[src/rtl/bit_brick.sv]
`default_nettype none

// ============================================================================
// Module   : bit_brick
// Purpose  : 2-bit x 2-bit multiplier primitive. Multiplies an activation by
//            a weight, both unsigned (sel=1) or both signed (sel=0), and
//            registers the 4-bit product with a one-cycle valid strobe.
// Revision : 1.0  initial release
// ============================================================================
module bit_brick (
    input  logic       clk,
    input  logic       rst,
    input  logic       en,
    input  logic [1:0] a,
    input  logic [1:0] w,
    input  logic       sel,
    output logic [3:0] p,
    output logic       p_valid
);

    // Operands widened to the product width: zero-extended in unsigned mode,
    // sign-extended in signed mode.
    logic [3:0] w_a_ext;
    logic [3:0] w_w_ext;
    logic [3:0] w_prod;

    // Operand extension and product; truncating to 4 bits gives the exact
    // result in both modes because neither range can overflow.
    always_comb begin
        w_a_ext = sel ? {2'b00, a} : {{2{a[1]}}, a};
        w_w_ext = sel ? {2'b00, w} : {{2{w[1]}}, w};
        w_prod  = w_a_ext * w_w_ext;
    end

    // Product register: reset wins over en; p holds while en=0, valid pulses
    // for each accepted operand pair.
    always_ff @(posedge clk) begin
        if (rst) begin
            p       <= 4'b0000;
            p_valid <= 1'b0;
        end else begin
            p_valid <= en;
            if (en) begin
                p <= w_prod;
            end
        end
    end

endmodule

`default_nettype wire

[config.mk]
export PLATFORM = sky130hd
export DESIGN_NAME = bit_brick
export DESIGN_NICKNAME = d
export VERILOG_FILES = /design/src/rtl/bit_brick.sv
export SDC_FILE = /design/constraint.sdc
export NUM_CORES = 1
export LEC_CHECK = 0
export ABC_AREA = 1
export BUFFER_PORTS_ARGS = -buffer_cell sky130_fd_sc_hd__buf_2
export CAP_MARGIN = 20
export CORE_AREA = 3 3 40 42
export CTS_CLUSTER_DIAMETER = 50
export DETAILED_ROUTE_END_ITERATION = 10
export DIE_AREA = 0 0 43 45
export PLACE_DENSITY = 0.55
export SLEW_MARGIN = 0
export SYNTH_ARGS = -nofsm -noshare
export SYNTH_HDL_FRONTEND = slang
export SYNTH_SLANG_ARGS = --single-unit
[constraint.sdc]
create_clock -name clk -period 5 [get_ports clk]
set_input_delay 1.5 -clock clk [delete_from_list [all_inputs] [get_ports clk]]
set_output_delay 1.5 -clock clk [all_outputs]
set_load 0.005 [all_outputs]
After elaboration in Yosys (flattened, before gate mapping). Cells that the tools add are included.

Register bits after elaboration: 5. Input port bits: 8. Output and inout port bits: 5. Word-level logic and storage cells: 5.

$mul: 1. Muxes and demuxes: 2.

Operators by type and width (number): $mux 4 (2); $mul 4x4->4 (1).

Depth between registers and ports, before layout.
Depth in word-level cells: 2. Depth in mapped cells: 12.

Worst setup path before layout. No wires, ideal clock.

Path type: input port to flip-flop. Start point: input a[0]. End point: register p[3]. Library setup time: 0.122 ns. Arrival: 2.711 ns. Setup slack: 2.167 ns. Stages on the path: 11. Path through: nand2_1 -> nor2_2 -> ha_1 -> ha_1 -> ha_1 -> inv_1 -> nand2_1 -> nand2_1 -> nand3_2 -> nand2_2 -> a21oi_2.

Cells in the longest elaborated chain, start to end: 2.

Ends and longest elaborated chain: start: declaration (RTL line 14) `input logic [1:0] a,`; $mux 4 (RTL line 30) `w_a_ext = sel ? {2'b00, a} : {{2{a[1]}}, a};`; $mul 4x4->4 (RTL line 32) `w_prod = w_a_ext * w_w_ext;`; end signal: assignment (RTL line 44) `p <= w_prod;`; end: declaration (RTL line 17) `output logic [3:0] p,`.

No other way between the ends. A chain may end at the register's enable or synchronous reset.

Worst setup path after layout. Ends and elaborated chain as after synthesis.

==> metrics.cfg <==
[timing]
hold_viol_final=0
layout_min_cycle_time_ns=2.77
max_freq_mhz=362
finalWorstSetupSlack_ns=2.23
finClkSkew_ns=0
finalMaxSlewViolations=0
setup_tns_ns=0
setup_violations=0
worstMarginPinSlew_ns=0.199
slew-limit-headroom_pct=86.6
fin_crit_sh_pct=55.3
rsz0062_at_grt=false

[critical_path]
crit_slowest_cell=ha_1
rr_endpoint=p[3]
critPathMaxStageDelay_ns=0.28
cp_cell_sequence=buf_2 > nand2_1 > nor2_2 > ha_1 > ha_1 > ha_1 > inv_1 > nand2_1 > nand2_1 > nand3_2 > nand2_2 > a21oi_2
crit_required_ns=5.13
reg2reg_slack_ns=4.34
reg2reg_from=p[3]
r2r_cells=2
startpoint_type=primary input
worstPathArrival_ns=2.90
path_buf_inv=2
cp-end-kind=register
crit_path_max_fanout=3
critPathTopFamily=adder cells
crit_type=primary input to register

[detailed_routing]
drtPass1Iterations=4
wirelength_um=705
drtAntennaViolNets=0
met3_length_um=58
highest_layer=met4
vias=368
wl_per_cell_um=8.49
drt_iter0_markers=2
viasPerCell=4.43
drc=0
wl_met1_um=309
met2WireLength_um=309

[die]
die_h_um=45
dieArea_um2=1940
fp.dieW_um=43
initial_core_util_pct=27.3
coreArea_um2=1280
ios=13
num_rows=13

[clock_network]
cts_made_buffers=3
cts.htree.levels=1
clk_pin_slew_ns=0.04
cts_tree=yes
cts_hold_buffers=0
numClockSinks=5
insertion_delay_ns=0.24
cts_buffer_depth=2
cts_resized=0
root_buffer=clkbuf_4
postCtsSetupBuffers=0

[logic_synthesis]
synth_top_family_by_area=simple AND/OR/NAND/NOR gates
yosys_warnings=0
synthCells=52
ys_seq_area_share_pct=28.6
synthesis.nets=64
ys_types=14
yosys.area_share.simple_pct=39.3
synth_adder_area_share_pct=14.3
ys_ff_latch=5
synthMuxAreaShare_pct=0
synth_xor_area_share_pct=0
syn_area_per_cell_um2=6.74
synth-compound-area-share_pct=8.21
mappedNetlistArea_um2=350

[final_layout]
ff_latch_area_um2=100
antennaDiodeCount=0
drive_gt1_share_pct=33.8
nNetsFinal=81
layout_commonest_cell=nand2_1
multi_input_comb_area_um2=216
final_cell_mix=nand2_1 (14), buf_2 (12), inv_1 (8)
final_area_um2=455
area_growth_pct=30.0
fillers=155

[place]
globalplace.congestion=0.653
place_ws_ns=1.96
dpl_cell_area_um2=429
dp_hpwl_um=592
portBuffers=12

[pwr]
p_int_mw=0.0821
p_sw_mw=0.0296
leakage_nw=0.266
max-vdd-ir-drop_uv=109
combPwrFrac_pct=19.0
pwr-share-seq_pct=39.1
swShare_pct=26.5
cellPowerDensity_nw_per_um2=245
pwr-share-clk_pct=41.9

[worst_hold_path]
worstHoldPathType=register to register
holdPathStages=2
holdPathEnd=p[0]
hold_path_startpoint=p[0]

[global_routing]
grt_pass1_vias=329
antenna_found_initial=0
track_usage_pct=8.33
grt_start_max_net_pins=7
grt_pass1_wl_mm=1.16
overflow=0

[outcome]
status=completed

[job]
cap_viol_max_count=0

==> routing by layer <==
layer / up-vias / global-route usage, %
li1: 195 / -
met1: 157 / 8.92
met2: 13 / 13.5
met3: 3 / 1.20
met4: 0 / 9.04
met5: - / 0
==> worst register-to-register path, stage by stage, from the launching register on <==
cell	delay, ns
dfxtp_1	0.30
o21ai_0	0.20
a21oi_2	0.04
==> Yosys cell counts <==
cell     number  area share (%)
nand3_2       2             5.7
ha_1          4              14
a21oi_2       1             2.5
nand3_1       3             4.3
a21oi_1       1             1.4
nand2_2       2             3.6
nor2_2        2             3.6
dfxtp_1       5              29
o21ai_0       3             4.3
inv_1         8             8.6
nand2_1      14              15
nor2_1        5             5.4
nand4_1       1             1.8
inv_2         1             1.1
==> cell type report <==
cell class	count	area share, %
inverters	9	7.42
flip-flops and latches	5	22.0
multi-input cells	38	47.5
repair buffers	12	13.2
clock buffers	4	5.77
well taps	15	4.12
==> through the flow <==
step	hold WS [ns]	utilization [%]	power [mW]	cells
after floorplan	0.454	-	0.0564	52
after global placement	0.452	33.4	0.0658	79
after CTS	0.458	35.4	0.115	83
after global routing	0.484	35.4	0.120	83
final	0.456	35.4	0.112	83
after detailed placement	0.451	33.4	0.0660	79
==> sequential cells by signal, indices dropped and copies added (netlist names) <==
name	count
p	4
p_valid	1
==> worst max-delay path by stage <==
stage / to / startpoint / slack, ns / depth (start not counted)
6_report: p[3] / a[0] / 2.23 / 12
3_3_place_gp: p[3] / a[0] / 1.97 / 12
2_1_floorplan: p[3] / a[0] / 2.17 / 11
5_1_grt: p[3] / a[0] / 2.10 / 12
4_1_cts: p[3] / a[0] / 2.21 / 12
3_5_place_dp: p[3] / a[0] / 1.96 / 12
==> power by group through the flow <==
stage | clock, mW | combinational, mW | sequential [mW]
finish | 0.0468 | 0.0212 | 0.0436
global route | 0.0512 | 0.0246 | 0.0439
CTS | 0.0491 | 0.0218 | 0.0436
detailed placement | 0 | 0.0216 | 0.0444
global placement | 0 | 0.0215 | 0.0443
floorplan | 0 | 0.0117 | 0.0447
==> cells by family after synthesis <==
logic type,count (synthesis)
AO/OA/AOI/OAI,5
adder cells (fa/ha/maj),4
buffers and inverters,9
flip-flops,5
AND/OR/NAND/NOR,29
(Power assumes the default switching activity.)
